## src/rtl/bus_pkg.sv

```systemverilog
// Shared definitions for the two-master bus arbiter: FSM states and master indices.
package bus_pkg;

    typedef enum logic [1:0] {
        IDLE   = 2'd0,
        ACCESS = 2'd1,
        RESP   = 2'd2
    } state_t;

    localparam logic M0 = 1'b0;
    localparam logic M1 = 1'b1;

    function automatic logic [1:0] onehot(input logic idx);
        return (idx == M1) ? 2'b10 : 2'b01;
    endfunction

endpackage

```

## src/rtl/rr_select.sv

```systemverilog
// Round-robin winner choice between two masters, with optional bus locking.
// Lock hold-over is compiled in only when BUS_ARBITER_LOCK_EN is defined.
module rr_select
    import bus_pkg::*;
#(
    parameter int unsigned LOCK_MAX = 4
) (
    input  logic       clk,
    input  logic       rst,
    input  logic [1:0] req,
    input  logic [1:0] lock,
    input  logic       update,
    input  logic       owner,
    output logic       winner
);

    localparam int unsigned CntW = $clog2(LOCK_MAX + 1);
    localparam logic [CntW-1:0] CntMax = CntW'(LOCK_MAX);

    logic last_q;

`ifdef BUS_ARBITER_LOCK_EN
    logic            lock_q;
    logic [CntW-1:0] cnt_q;
`else
    logic unused_lock;
    assign unused_lock = ^{lock, CntMax};
`endif

    always_comb begin
        if (req[M0] && req[M1]) begin
            winner = ~last_q;
        end else begin
            winner = req[M1] ? M1 : M0;
        end
`ifdef BUS_ARBITER_LOCK_EN
        // A locked owner keeps the bus until its streak of grants reaches LOCK_MAX.
        if (lock_q && req[last_q] && (cnt_q < CntMax)) begin
            winner = last_q;
        end
`endif
    end

    always_ff @(posedge clk) begin
        if (rst) begin
            last_q <= M1;
`ifdef BUS_ARBITER_LOCK_EN
            lock_q <= 1'b0;
            cnt_q  <= '0;
`endif
        end else if (update) begin
            last_q <= owner;
`ifdef BUS_ARBITER_LOCK_EN
            lock_q <= lock[owner];
            cnt_q  <= ((owner == last_q) && (cnt_q < CntMax)) ? cnt_q + CntW'(1) : CntW'(1);
`endif
        end
    end

endmodule

```

## src/rtl/bus_arbiter.sv

```systemverilog
// Two-master, single-slave bus arbiter: IDLE -> ACCESS -> RESP, one access per 3 cycles.
// Define BUS_ARBITER_LOCK_EN to let a master hold the bus via its lock input.
module bus_arbiter
    import bus_pkg::*;
#(
    parameter int unsigned ADDR_W   = 32,
    parameter int unsigned DATA_W   = 32,
    parameter int unsigned LOCK_MAX = 4
) (
    input  logic              clk,
    input  logic              rst,
    input  logic              en,
    input  logic              m0_req,
    input  logic              m1_req,
    input  logic              m0_we,
    input  logic              m1_we,
    input  logic [ADDR_W-1:0] m0_addr,
    input  logic [ADDR_W-1:0] m1_addr,
    input  logic [DATA_W-1:0] m0_wdata,
    input  logic [DATA_W-1:0] m1_wdata,
    input  logic              m0_lock,
    input  logic              m1_lock,
    output logic              m0_ack,
    output logic              m1_ack,
    output logic [DATA_W-1:0] m0_rdata,
    output logic [DATA_W-1:0] m1_rdata,
    output logic              s_read,
    output logic              s_write,
    output logic [ADDR_W-1:0] s_addr,
    output logic [DATA_W-1:0] s_wdata,
    input  logic [DATA_W-1:0] s_rdata,
    output logic [1:0]        grant
);

    state_t            state_q;
    logic              sel_q;
    logic              we_q;
    logic [1:0]        grant_q;
    logic [DATA_W-1:0] rdata0_q;
    logic [DATA_W-1:0] rdata1_q;
    logic              winner;
    logic              win_we;
    logic              update;
    logic [1:0]        req;
    logic [1:0]        lock;

    assign req    = {m1_req, m0_req};
    assign lock   = {m1_lock, m0_lock};
    assign win_we = (winner == M1) ? m1_we : m0_we;

    // The enabled RESP cycle is the single point where an access completes.
    assign update = en && !rst && (state_q == RESP);

    rr_select #(
        .LOCK_MAX (LOCK_MAX)
    ) u_rr_select (
        .clk    (clk),
        .rst    (rst),
        .req    (req),
        .lock   (lock),
        .update (update),
        .owner  (sel_q),
        .winner (winner)
    );

    always_ff @(posedge clk) begin
        if (rst) begin
            state_q  <= IDLE;
            sel_q    <= M0;
            we_q     <= 1'b0;
            grant_q  <= 2'b00;
            s_read   <= 1'b0;
            s_write  <= 1'b0;
            s_addr   <= '0;
            s_wdata  <= '0;
            rdata0_q <= '0;
            rdata1_q <= '0;
        end else if (en) begin
            case (state_q)
                IDLE: begin
                    if (|req) begin
                        sel_q   <= winner;
                        we_q    <= win_we;
                        s_addr  <= (winner == M1) ? m1_addr : m0_addr;
                        s_wdata <= (winner == M1) ? m1_wdata : m0_wdata;
                        grant_q <= onehot(winner);
                        s_read  <= !win_we;
                        s_write <= win_we;
                        state_q <= ACCESS;
                    end
                end
                ACCESS: begin
                    s_read  <= 1'b0;
                    s_write <= 1'b0;
                    state_q <= RESP;
                end
                RESP: begin
                    if (!we_q) begin
                        if (sel_q == M1) begin
                            rdata1_q <= s_rdata;
                        end else begin
                            rdata0_q <= s_rdata;
                        end
                    end
                    grant_q <= 2'b00;
                    state_q <= IDLE;
                end
                default: state_q <= IDLE;
            endcase
        end
    end

    assign m0_ack = update && (sel_q == M0);
    assign m1_ack = update && (sel_q == M1);

    // Read data is forwarded during the ack cycle and held in the register afterwards.
    assign m0_rdata = (m0_ack && !we_q) ? s_rdata : rdata0_q;
    assign m1_rdata = (m1_ack && !we_q) ? s_rdata : rdata1_q;
    assign grant    = grant_q;

endmodule

```

## config.mk

```make
export PLATFORM = sky130hd
export DESIGN_NAME = bus_arbiter
export DESIGN_NICKNAME = d
export VERILOG_FILES = /design/src/rtl/bus_pkg.sv /design/src/rtl/rr_select.sv /design/src/rtl/bus_arbiter.sv
export SDC_FILE = /design/constraint.sdc
export NUM_CORES = 1
export LEC_CHECK = 0
export ABC_CLOCK_PERIOD_IN_PS = 2680
export CAP_MARGIN = 20
export CELL_PAD_IN_SITES_DETAIL_PLACEMENT = 1
export CELL_PAD_IN_SITES_GLOBAL_PLACEMENT = 2
export CORE_ASPECT_RATIO = 1.5
export CORE_MARGIN = 4
export CORE_UTILIZATION = 26
export CTS_CLUSTER_DIAMETER = 200
export DETAILED_ROUTE_END_ITERATION = 6
export PLACE_DENSITY_LB_ADDON = 0.1
export SKIP_LAST_GASP = 1
export SLEW_MARGIN = 15
export SYNTH_ARGS = -nofsm -noshare
export SYNTH_HDL_FRONTEND = slang
export SYNTH_HIERARCHICAL = 1
export SYNTH_SLANG_ARGS = --single-unit
export TNS_END_PERCENT = 1
```

## constraint.sdc

```tcl
create_clock -name clk -period 2.68 [get_ports clk]
set_input_delay 0.268 -clock clk [delete_from_list [all_inputs] [get_ports clk]]
set_output_delay 0.268 -clock clk [all_outputs]
set_load 0.005 [all_outputs]
```

### After elaboration in Yosys (flattened, before gate mapping)

Cells that the tools add are included.

* register bits after elaboration: 137
* input port bits: 169
* output and inout bits: 134

* equality and inequality tests: 3
* mux-type cells: 16
* bitwise logic cells: 3
* reduce and logical (&&, ||, !) cells: 20

Operator list (number)
* two-way mux 32 bit: 4
* AND reduction 3 bit: 3
* one-hot mux 2 bit (2 select lines): 2
* AND reduction 4 bit: 2
* logical AND 1 bit: 7
* two-way mux 2 bit: 3
* two-way mux 1 bit: 5
* one-hot mux 1 bit (2 select lines): 2
* nonzero test 2 bit: 2
* zero test 1 bit: 3
* inverter 1 bit: 3
* == test 2 x 1 -> 1 bit (second input constant): 1
* == test 2 bit (second input constant): 1
* zero test 2 bit: 1
* != test 2 bit (second input constant): 1
* AND reduction 2 bit: 1
* OR reduction 2 bit: 1

### Depth between registers and ports, before layout

* depth in word-level cells: 6
* mapped depth: 6

### Hierarchy

Netlist, hierarchy kept.

Modules (own cells, without submodules)
* bus_arbiter: times used 1, cells an instance 646, area an instance 6540.0 µm²
* rr_select: times used 1, cells an instance 4, area an instance 42.5 µm²

### Least setup slack after synthesis

Ideal clock, no wire load.

* kind: input port to output port
* start point: input port rst
* end point: output port m1_rdata[10]
* arrival time: 1267 ps
* setup slack: 1145 ps
* stages: 5
* path buffers: 2
* cell sequence: buf_6 > and4bb_2 > nand2_4 > buf_6 > mux2_4

* longest elaborated chain between the ends: 6

Ends and longest elaborated chain
* start, declared: line bus_arbiter.sv:11 `input logic rst,`
* zero test 1 bit: line bus_arbiter.sv:52 `assign update = en && !rst && (state_q == RESP);`
* logical AND 1 bit (2 in series): line bus_arbiter.sv:52
* logical AND 1 bit: line bus_arbiter.sv:114 `assign m1_ack = update && (sel_q == M1);`
* logical AND 1 bit: line bus_arbiter.sv:118 `assign m1_rdata = (m1_ack && !we_q) ? s_rdata : rdata1_q;`
* two-way mux 32 bit: line bus_arbiter.sv:118
* end, declared: line bus_arbiter.sv:26 `output logic [DATA_W-1:0] m1_rdata,`

No other way between the ends.

### Worst setup path after layout

* start point: register state_q[0]
* end point: output port m1_rdata[5]

* longest elaborated chain between the ends: 5

Ends and longest elaborated chain
* start, declared: line bus_arbiter.sv:35 `state_t state_q;`
* start signal, assigned: line bus_arbiter.sv:68 `state_q <= IDLE;`
* start signal, assigned: line bus_arbiter.sv:89 `state_q <= ACCESS;`
* start signal, assigned: line bus_arbiter.sv:95 `state_q <= RESP;`
* == test 2 bit: line bus_arbiter.sv:52
* logical AND 1 bit: line bus_arbiter.sv:52
* logical AND 1 bit: line bus_arbiter.sv:114
* logical AND 1 bit: line bus_arbiter.sv:118
* two-way mux 32 bit: line bus_arbiter.sv:118

No other way between the ends.

==> summary.md <==
| Metric | Value |
|---|---|
| GPL Wtd Cong | `around 0.73` |
| Sw Share | `0.252` |
| Hold Startpoint | `rst` |
| Worst path slowest cell | `clkdlybuf4s50_1` |
| Worst path arrival time | `~2.3 ns` |
| Leakage power | `~4.3 nW` |
| Crit path required time | `about 2.4 ns` |
| Total gr overflow | `0` |
| Die area | `about 0.028 mm²` |
| Skew final | `roughly 0.0053 ns` |
| Pre-CTS WS | `between 0.15 and 0.2 ns` |
| Maxcap violations | `0` |
| Internal power | `3.94 mW` |
| Sequential power share | `0.419` |
| Yosys warns | `6` |
| DP HPWL | `between 15000 and 20000 µm` |
| P per Cell Area | `506 mW/mm²` |
| Worst R2R End | `s_wdata[28]` |
| Launch point of the worst reg-to-reg path | `u_rr_select/last_q` |
| RSZ-0062 raised after global routing | `true` |
| Vias post-DR | `around 6.2k` |
| Layout Area Growth over Synthesis | `58.0%` |
| Layout cells sized above 1 | `0.139` |
| Drt first pass iters | `4` |
| Switch Pwr | `about 1.3 mW` |
| Relative slew slack | `0.349` |
| Root buf cell | `clkbuf_16` |
| Worst R2R Path Depth | `4` |
| Met2 routed WL | `13200 µm` |
| CTS max path bufs | `2` |
| Row cnt | `slightly above 70` |
| First-pass GRT wire length | `38300 µm` |
| Layout Cells excl Fill | `roughly 1.3k` |
| Proportion of netlist area held by the largest area contributor | `0.417` |
| Global Route Usage Sum | `0.175` |
| Logic pwr share | `0.194` |
| Die width | `138 µm` |
| Detailed Route WL | `around 25000 µm` |
| Wire per inst | `around 20 µm` |
| Cells after DPL | `roughly 1.2k` |
| Worst Tran Pin Value | `approximately 0.98 ns` |
| Hold WS | `0.380 ns` |
| Top_reg_cell synth | `dfxtp_1` |
| Number of remaining DRC errors | `0` |
| DRT iter0 DRCs | `177` |
| Core footprint | `around 0.025 mm²` |
| Number of synthesized register bits | `around 140` |
| DR vias/cell | `4.92` |
| Netlist Area Pre-Place | `around 0.0066 mm²` |
| Final core occ | `0.415` |
| Setup_tns | `0 ns` |
| Antenna-violating nets left | `0` |
| Outcome | `finished, final reports clean` |
| Fmax | `0.395 GHz` |
| Initial core utilization | `0.263` |
| CP peak stage delay | `approximately 0.45 ns` |
| Syn Nets | `819` |
| Fin. Hold Viols | `0` |
| Skew-Pair Late Insertion Delay | `0.41 ns` |
| Routed met3 length | `about 1700 µm` |
| Top cells by area, synth | `dfxtp_1 (42%), mux2i_1 (12%), a211oi_2 (5.7%)` |
| DIE HEIGHT | `between 200 and 250 µm` |
| IO Port Bufs | `300` |
| Type of origin of the critical path | `register` |
| Worst vdd ir | `0.395 mV` |
| Highest Signal Layer | `met4` |
| Final Slew Violations | `0` |
| TritonCTS clock tree | `built` |
| Pwr Total | `5.26 mW` |
| Critical path type | `reg -> out` |
| Min-Delay Endpoint | `rdata1_q[7]` |
| Wire length on met1 | `~9400 µm` |
| Final Instance Area | `0.0104 mm²` |
| CTS buffer count | `17` |
| Post-route clock period utilization | `0.946` |
| Hold crit path type | `in -> reg` |
| Hold Path Depth | `4` |
| H-tree depth | `4` |
| Clock Sink Count | `~140` |
| Initial antenna violation count | `0` |
| Largest net degree at the start of global routing | `slightly above 70` |
| CP Cell Sequence | `and4bb_2 > nand2_4 > buf_12 > mux2_2 > clkdlybuf4s50_1` |
| Cells after synthesis | `between 600 and 700` |
| Setup violators final | `0` |
| Final setup margin | `between 0.1 and 0.15 ns` |
| Leading area contributor after synthesis | `dfxtp_1` |
| Max FO, Critical Path | `32` |
| Clock Pin Slew Worst Setup and Hold Paths | `0.06 ns` |
| Post-DP Area | `between 0.009 and 0.01 mm²` |
| Antenna cells | `0` |
| Critical path endpoint category | `output pin` |
| Share of flip-flops with an asynchronous set or reset | `0` |
| # nets final | `between 1k and 1.5k` |
| Register area share after synthesis | `0.417` |
| Syn avg cell area | `~10 µm²` |
| R2R Setup Slk | `between 0.9 and 1 ns` |
| Min Tclk post-route | `around 2.5 ns` |
| Synth unique cells | `46` |
| Vias in the first global route | `6898` |
| Io pins | `approximately 300` |
| Clock power frac | `0.388` |
| EDFF count, synth | `0` |
worst max-delay path: cells and delay by family, from the launching register on:
kind,cells,cell delay (ns)
buf+inv,2,0.68
mux,1,0.36
simple gates,2,0.39
flops,1,0.40
sequential cells by signal (all words and copies together), names as in the netlist:
signal              count
s_write                 1
s_addr                 32
u_rr_select/last_q      1
sel_q                   1
rdata1_q               32
state_q                 2
s_read                  1
rdata0_q               32
grant                   2
s_wdata                32
we_q                    1
final cells by class:
cell class / instances / area, µm²
flip-flops and latches: 137 / 2740
clock inverters: 5 / 25.0
repair buffers: 326 / 3270
clock buffers: 22 / 474
fillers: 2751 / 14700
inverters: 1 / 3.75
well taps: 328 / 410
multi-input cells: 441 / 3480
layout by cell type (no fill, tap or decap), types with 2 or more instances in the layout:
| cell | instances |
|---|---|
| a21o_1 | 37 |
| o2bb2ai_1 | 13 |
| buf_4 | 20 |
| clkbuf_8 | 3 |
| clkdlybuf4s50_1 | 299 |
| nor2b_4 | 2 |
| a211oi_1 | 35 |
| buf_12 | 5 |
| a21oi_1 | 67 |
| and3_1 | 37 |
| o21ai_0 | 13 |
| nand2_1 | 31 |
| mux2_4 | 11 |
| clkbuf_16 | 17 |
| nand3_2 | 2 |
| buf_6 | 2 |
| nand3b_1 | 2 |
| a31o_2 | 21 |
| nor2_1 | 3 |
| clkbuf_1 | 2 |
| dfxtp_1 | 136 |
| nor3_1 | 2 |
| o211ai_1 | 14 |
| nand2_4 | 2 |
| mux2i_1 | 79 |
| a211oi_2 | 30 |
| mux2_2 | 2 |
| nor2b_1 | 4 |
| clkinv_2 | 5 |
| a31o_1 | 16 |
logic make-up (layout without fill, tap and decap cells):
| kind of cell | after synthesis | count (layout) | synth area share |
|---|---|---|---|
| AO/OA/AOI/OAI | 254 | 254 | 0.292 |
| flip-flops | 137 | 137 | 0.417 |
| AND/OR/NAND/NOR | 94 | 94 | 0.0800 |
| multiplexers | 93 | 93 | 0.150 |
| buffers and inverters | 72 | 354 | 0.0608 |
cells in the mapped netlist (2+ instances only):
cell type,n
dfxtp_1,137
mux2i_1,79
a21oi_1,67
a21o_1,37
and3_1,37
a211oi_1,35
buf_2,32
nand2_1,31
a211oi_2,30
a31o_2,21
clkbuf_1,20
a31o_1,16
o211ai_1,14
o21ai_0,13
o2bb2ai_1,13
buf_4,12
mux2_4,11
buf_6,6
nor2b_1,5
nor2_1,4
mux2_2,2
nand2_4,2
nand3b_1,2
nor3_1,2
routing by layer:
metal / GRT usage / vias to the layer above
met5: 0 / -
met4: 0.0586 / 0
met3: 0.0471 / 30
met2: 0.325 / 202
met1: 0.187 / 2967
li1: - / 2996
power groups by stage:
| stage | sequential [mW] | combinational, mW | clock (mW) |
|---|---|---|---|
| after global routing | 2.22 | 1.10 | 2.20 |
| final | 2.20 | 1.02 | 2.04 |
| after detailed placement | 2.25 | 1.04 | 0 |
| after CTS | 2.20 | 1.04 | 2.12 |
| after global placement | 2.24 | 1.02 | 0 |
| after floorplan | 2.25 | 0.421 | 0 |
repair_timing:
item / in CTS / in global routing
endpoints found under the hold margin: 0 / 0
setup endpoints to repair: 14 / 50
resized for setup: 1 / 4
setup buffers: 0 / 0
hold buffers: 0 / 0
gates cloned: 0 / 0
how the worst max path moves through the flow:
stage / startpoint / to / slack, ns
2_1_floorplan: rst / m1_rdata[10] / 1.14
3_3_place_gp: en / m0_rdata[26] / 0.20
5_1_grt: sel_q / m1_rdata[12] / -0.02
3_5_place_dp: en / m0_rdata[18] / 0.18
4_1_cts: state_q[0] / m0_rdata[4] / -0.0008
6_report: state_q[0] / m1_rdata[5] / 0.15
No activity file was read; power rests on OpenSTA's default activity.
